### src/rtl/dac_sample_buf.sv
// dac_sample_buf: sample FIFO between a DDS stage and a DAC, primed before playback
// and drained at a fixed divided rate with sticky overflow/underflow flags.
module dac_sample_buf #(
   parameter int DEPTH_LOG2  = 4,
   parameter int DAC_DIV     = 16,
   parameter int PRIME_LEVEL = 8
) (
   input  logic                  clk,
   input  logic                  rst,
   input  logic                  enable,
   input  logic                  wr_en,
   input  logic [13:0]           din,
   input  logic                  clr_status,
   output logic [13:0]           dac_data,
   output logic                  dac_wrt,
   output logic                  full,
   output logic                  empty,
   output logic [DEPTH_LOG2:0]   count,
   output logic                  overflow,
   output logic                  underflow
);
   typedef logic [DEPTH_LOG2-1:0] ptr_t;
   typedef logic [DEPTH_LOG2:0]   cnt_t;
   typedef enum logic [1:0] {IDLE = 2'd0, PRIME = 2'd1, RUN = 2'd2} state_t;
   localparam cnt_t        DEPTH     = cnt_t'(2**DEPTH_LOG2);
   localparam cnt_t        PRIME_CNT = cnt_t'(PRIME_LEVEL);
   localparam logic [15:0] DIV_LAST  = 16'(DAC_DIV - 1);
   state_t      state, state_nx;
   logic [1:0]  rst_sync;
   logic        rst_i;
   logic [13:0] mem [2**DEPTH_LOG2];
   ptr_t        wr_ptr, rd_ptr;
   logic [15:0] div;
   logic        tick, pop, push, ovf_set, udf_set;
   // Reset asserts immediately but is released only on a clk edge.
   always_ff @(posedge clk or negedge rst)
      if (!rst) rst_sync <= 2'b00;
      else      rst_sync <= {rst_sync[0], 1'b1};
   assign rst_i = rst_sync[1];
   assign empty = count == '0;
   assign full  = count == DEPTH;
   always_ff @(posedge clk or negedge rst_i)
      if (!rst_i) state <= IDLE;
      else        state <= state_nx;
   always_comb begin
      state_nx = !enable                              ? IDLE  :
                 state == IDLE                        ? PRIME :
                 state == PRIME && count >= PRIME_CNT ? RUN   :
                 udf_set                              ? PRIME : state;
   end
   always_comb begin
      tick    = enable && state == RUN && div == DIV_LAST;
      pop     = tick && !empty;
      udf_set = tick && empty;
      push    = enable && wr_en && (!full || pop);
      ovf_set = enable && wr_en && full && !pop;
   end
   always_ff @(posedge clk)
      if (push) mem[wr_ptr] <= din;
   always_ff @(posedge clk or negedge rst_i)
      if (!rst_i) begin
         wr_ptr    <= '0;
         rd_ptr    <= '0;
         count     <= '0;
         div       <= '0;
         dac_data  <= 14'h2000;
         dac_wrt   <= 1'b0;
         overflow  <= 1'b0;
         underflow <= 1'b0;
      end else begin
         dac_wrt   <= pop;
         overflow  <= ovf_set | (overflow & ~clr_status);
         underflow <= udf_set | (underflow & ~clr_status);
         div       <= (state == RUN && enable && !tick) ? div + 16'd1 : 16'd0;
         if (pop) dac_data <= mem[rd_ptr];
         if (!enable) begin
            wr_ptr <= '0;
            rd_ptr <= '0;
            count  <= '0;
         end else begin
            if (push) wr_ptr <= wr_ptr + ptr_t'(1);
            if (pop)  rd_ptr <= rd_ptr + ptr_t'(1);
            count <= count + cnt_t'(push) - cnt_t'(pop);
         end
      end
endmodule

### config.mk
export PLATFORM = sky130hd
export DESIGN_NAME = dac_sample_buf
export DESIGN_NICKNAME = d
export VERILOG_FILES = /design/src/rtl/dac_sample_buf.sv
export SDC_FILE = /design/constraint.sdc
export NUM_CORES = 1
export LEC_CHECK = 0
export CORE_AREA = 2 2 257 183
export CTS_CLUSTER_DIAMETER = 120
export DETAILED_ROUTE_END_ITERATION = 8
export DIE_AREA = 0 0 259 185
export PLACE_DENSITY = 0.42
export SLEW_MARGIN = 10
export SYNTH_ARGS = -nofsm -noshare
export SYNTH_HDL_FRONTEND = slang
export SYNTH_SLANG_ARGS = --single-unit
### constraint.sdc
create_clock -name clk -period 1.6 [get_ports clk]
set_clock_uncertainty 0.2 [all_clocks]
set_input_delay 0.16 -clock clk [delete_from_list [all_inputs] [get_ports clk]]
set_output_delay 0.16 -clock clk [all_outputs]
set_load 0.05 [all_outputs]
==> impl_metrics.json <==
{
  "drive_gt1_share_pct": 43.7,
  "place_congestion": 0.737,
  "vias": 6100,
  "synthXorXnorAreaFrac_pct": 1.24,
  "synth_compound_area_share_pct": 1.59,
  "grt_use_met1_pct": 17.3,
  "yosysWarningCount": 0,
  "final_cell_mix": "224 x edfxtp_1, 70 x buf_4, 56 x mux4_2, 49 x buf_12, 45 x mux2i_1",
  "fin_ws_ns": -1.20,
  "grt_pass1_wl_microns": 42800,
  "root_buffer": "clkbuf_16",
  "synthMuxAreaShare_pct": 17.0,
  "clkLatencyLatePin_ns": 0.55,
  "cts_buffers": 28,
  "antenna_found_initial": 0,
  "worstPathRequired_ns": 1.82,
  "ant_nets": 0,
  "syn_area_sq_um": 11300,
  "place_inst": 1344,
  "switching_share_pct": 22.6,
  "worst-setup-path-type": "reg -> reg",
  "port_buffers": 42,
  "cts.reportedPaths.clkPinSlew_ns": 0.06,
  "setup_viol": 276,
  "synth-simple-area-share_pct": 5.68,
  "end_kind": "register",
  "grt.met3_usage_pct": 2.01,
  "cts_htree_levels": 1,
  "die_x_microns": 259,
  "power_uw": 17700,
  "cp.arrival_ns": 3.02,
  "cap_violations": 0,
  "diodes": 0,
  "hold_path_class": "in -> reg",
  "p_switching_uw": 4010,
  "tightest_slew_ns": 0.595,
  "post_drt_wl_per_cell_microns": 20.0,
  "max_slew_margin_pct": 60.2,
  "grt.busiest_layer": "met2",
  "cts_sinks": 274,
  "fin_cells": 1422,
  "p_per_area_nw_per_um2": 1130,
  "vias_per_cell": 4.29,
  "crit_top_cell": "inv_2",
  "core_sq_um": 45700,
  "synth-seq-cells": 274,
  "post-route-period-util_pct": 175,
  "grt_max_degree": 32,
  "critical_path.slowest_cell": "or4b_4",
  "drc": 0,
  "final_area_sq_um": 15700,
  "start_util_pct": 24.7,
  "die_y_microns": 185,
  "rows": 66,
  "rsz0062_at_grt": "true",
  "dieArea_sq_um": 47900,
  "dpl_cell_area_sq_um": 14100,
  "leakage_uw": 0.00529,
  "path_cells": "inv_2 > ha_4 > or4b_4 > clkinv_8 > xnor2_2 > nand3_1 > o21ai_1 > ha_2 > inv_2 > fa_2 > nand2b_4 > a21oi_2 > or3_1 > a21oi_1",
  "synth-edff-count": 224,
  "drtIter0Drc": 364,
  "slowest_delay_ns": 0.51,
  "synth_ff_type": "edfxtp_1",
  "p_clk_share_pct": 42.2,
  "power_frac_seq_pct": 44.8,
  "async_flop_share_pct": 18.2,
  "fill_cells": 4268,
  "yosys.area_share.adder_pct": 1.62,
  "synth_cell_type_count": 56,
  "finalHoldViolCount": 0,
  "start_kind": "register",
  "failed_checks": "negative setup slack",
  "cp_max_fo": 2,
  "nNetsFinal": 821,
  "p_int_uw": 13700,
  "synth_top_family_by_area": "multiplexers",
  "syn_avg_cell_area_sq_um": 18.9,
  "grt_use_total_pct": 12.2,
  "cts_tree": "built",
  "fin_crit_ns": 2.80,
  "overflow": 0,
  "seq_area_frac_synth_pct": 70.8,
  "io_pins": 43,
  "comb_power_share_pct": 13.0,
  "maxSlewViolCount": 0,
  "syn_nets": 630,
  "cts_buffer_depth": 3,
  "final_common_cell": "edfxtp_1",
  "grt_pass1_vias": 6606,
  "status": "finished with violations",
  "hpwl_microns": 18100,
  "ir_worst_vdd_uv": 748,
  "synthesis.instances": 597,
  "area_growth_syn_to_layout_pct": 39.0,
  "met2_usage_pct": 19.6,
  "hold_slack_ns": 0.0435,
  "routed_wl_microns": 28400,
  "drtPass1Iterations": 4,
  "timing.fmax_mhz": 357
}
==> through the flow <==
| stage | worst slack (ns) | TNS (ns) | utilization, % |
|---|---|---|---|
| finish | -1.20 | -219.37 | 34.3 |
| global route | -1.31 | -248.60 | 34.3 |
| CTS | -1.19 | -222.66 | 34.2 |
| detailed placement | -1.23 | -237.64 | 30.8 |
| global placement | -1.19 | -227.45 | 30.8 |
| floorplan | -1.41 | -187.88 | - |
==> logic make-up (layout without fill, tap and decap cells) <==
kind of cell / Yosys count / after routing
AOI/OAI and AO/OA: 26 / 26
adders and majority gates: 14 / 14
DFF: 274 / 274
and+or+nand+nor: 103 / 103
other: 1 / 1
muxes: 116 / 116
xor gates and xnor gates: 16 / 16
buffers and inverters: 47 / 260
==> worst paths after layout <==
kind,from,endpoint,slack (ns),cells after the start
max,count[3]$_DFF_PN0_,count[4]$_DFF_PN0_,-1.20,14
min,clr_status,underflow$_DFF_PN0_,0.04,3
max reg2reg,count[3]$_DFF_PN0_,count[4]$_DFF_PN0_,-1.20,14
min reg2reg,rst_sync[1]$_DFF_PN0_,dac_data[7]$_DFFE_PN0N_,0.07,1
max in group asynchronous,rst_sync[1]$_DFF_PN0_,div[7]$_DFF_PN0_,0.40,1
min in group asynchronous,rst_sync[1]$_DFF_PN0_,dac_data[7]$_DFFE_PN0N_,0.07,1
==> routing by layer <==
metal	up-vias	wire length, microns	part of all wire (%)
met3	25	988	3.5
met1	3225	13800	49
met2	99	13200	47
li1	2751	-	-
met4	0	403	1.4
met5	-	0	0
==> cell usage after synthesis (all sizes together) (2+ instances only) <==
library cell	count	area share, %
a21o	2	0.13
a21oi	7	0.31
and2	3	0.17
and3	3	0.17
buf	16	1.0
clkbuf	13	0.47
dfrtp	49	11
edfxtp	224	60
ha	13	1.4
inv	17	0.57
mux2	14	1.7
mux2i	46	4.1
mux4	56	11
nand2	16	0.53
nand2b	3	0.17
nand3	10	0.44
nand3b	2	0.13
nand4	7	0.58
nor2	20	0.67
nor3	6	0.37
nor3b	16	1.1
nor4	7	0.71
o21ai	5	0.22
o311ai	2	0.16
o31ai	2	0.13
o41ai	3	0.23
or3	3	0.17
xnor2	14	1.1
xor2	2	0.16
==> cell type report <==
cell class,instances,area [sq um],share of cell area (%)
clock buffer,36,812,5.18
clock inverter,16,267,1.70
inverter,18,83.8,0.535
multi-input combinational,276,3420,21.8
sequential,274,8000,51.0
tap,612,766,4.89
timing repair buffer,190,2330,14.9
==> sequential cells by signal (all words and copies together) (netlist names) <==
signal and flops:
underflow 1, dac_wrt 1, overflow 1, mem 224
rst_sync 2, wr_ptr 4, div 16, state 2
dac_data 14, rd_ptr 4, count 5
==> timing repair <==
action	CTS	global route
gates resized for setup	58	27
endpoints found under the hold margin	7	0
setup endpoints to repair	279	279
setup buffers	19	12
pin swaps	12	10
hold buffers	2	0
gates cloned	3	0
==> power groups by stage <==
stage | combinational (uW) | clock [uW] | sequential (uW)
after global routing | 2460 | 7970 | 7940
final | 2310 | 7480 | 7930
after floorplan | 936 | 0 | 8200
after detailed placement | 1960 | 0 | 8080
after global placement | 1920 | 0 | 8070
after CTS | 2200 | 7690 | 7930
==> critical path: cells and delay by family (launching register included) <==
family	cells	cell delay [ns]
buffers and inverters	3	0.20
xor gates and xnor gates	1	0.10
AOI/OAI and AO/OA	3	0.26
adders and majority gates	3	0.66
DFF	1	0.42
and+or+nand+nor	4	0.86
Power figures use the tool's default switching activity.
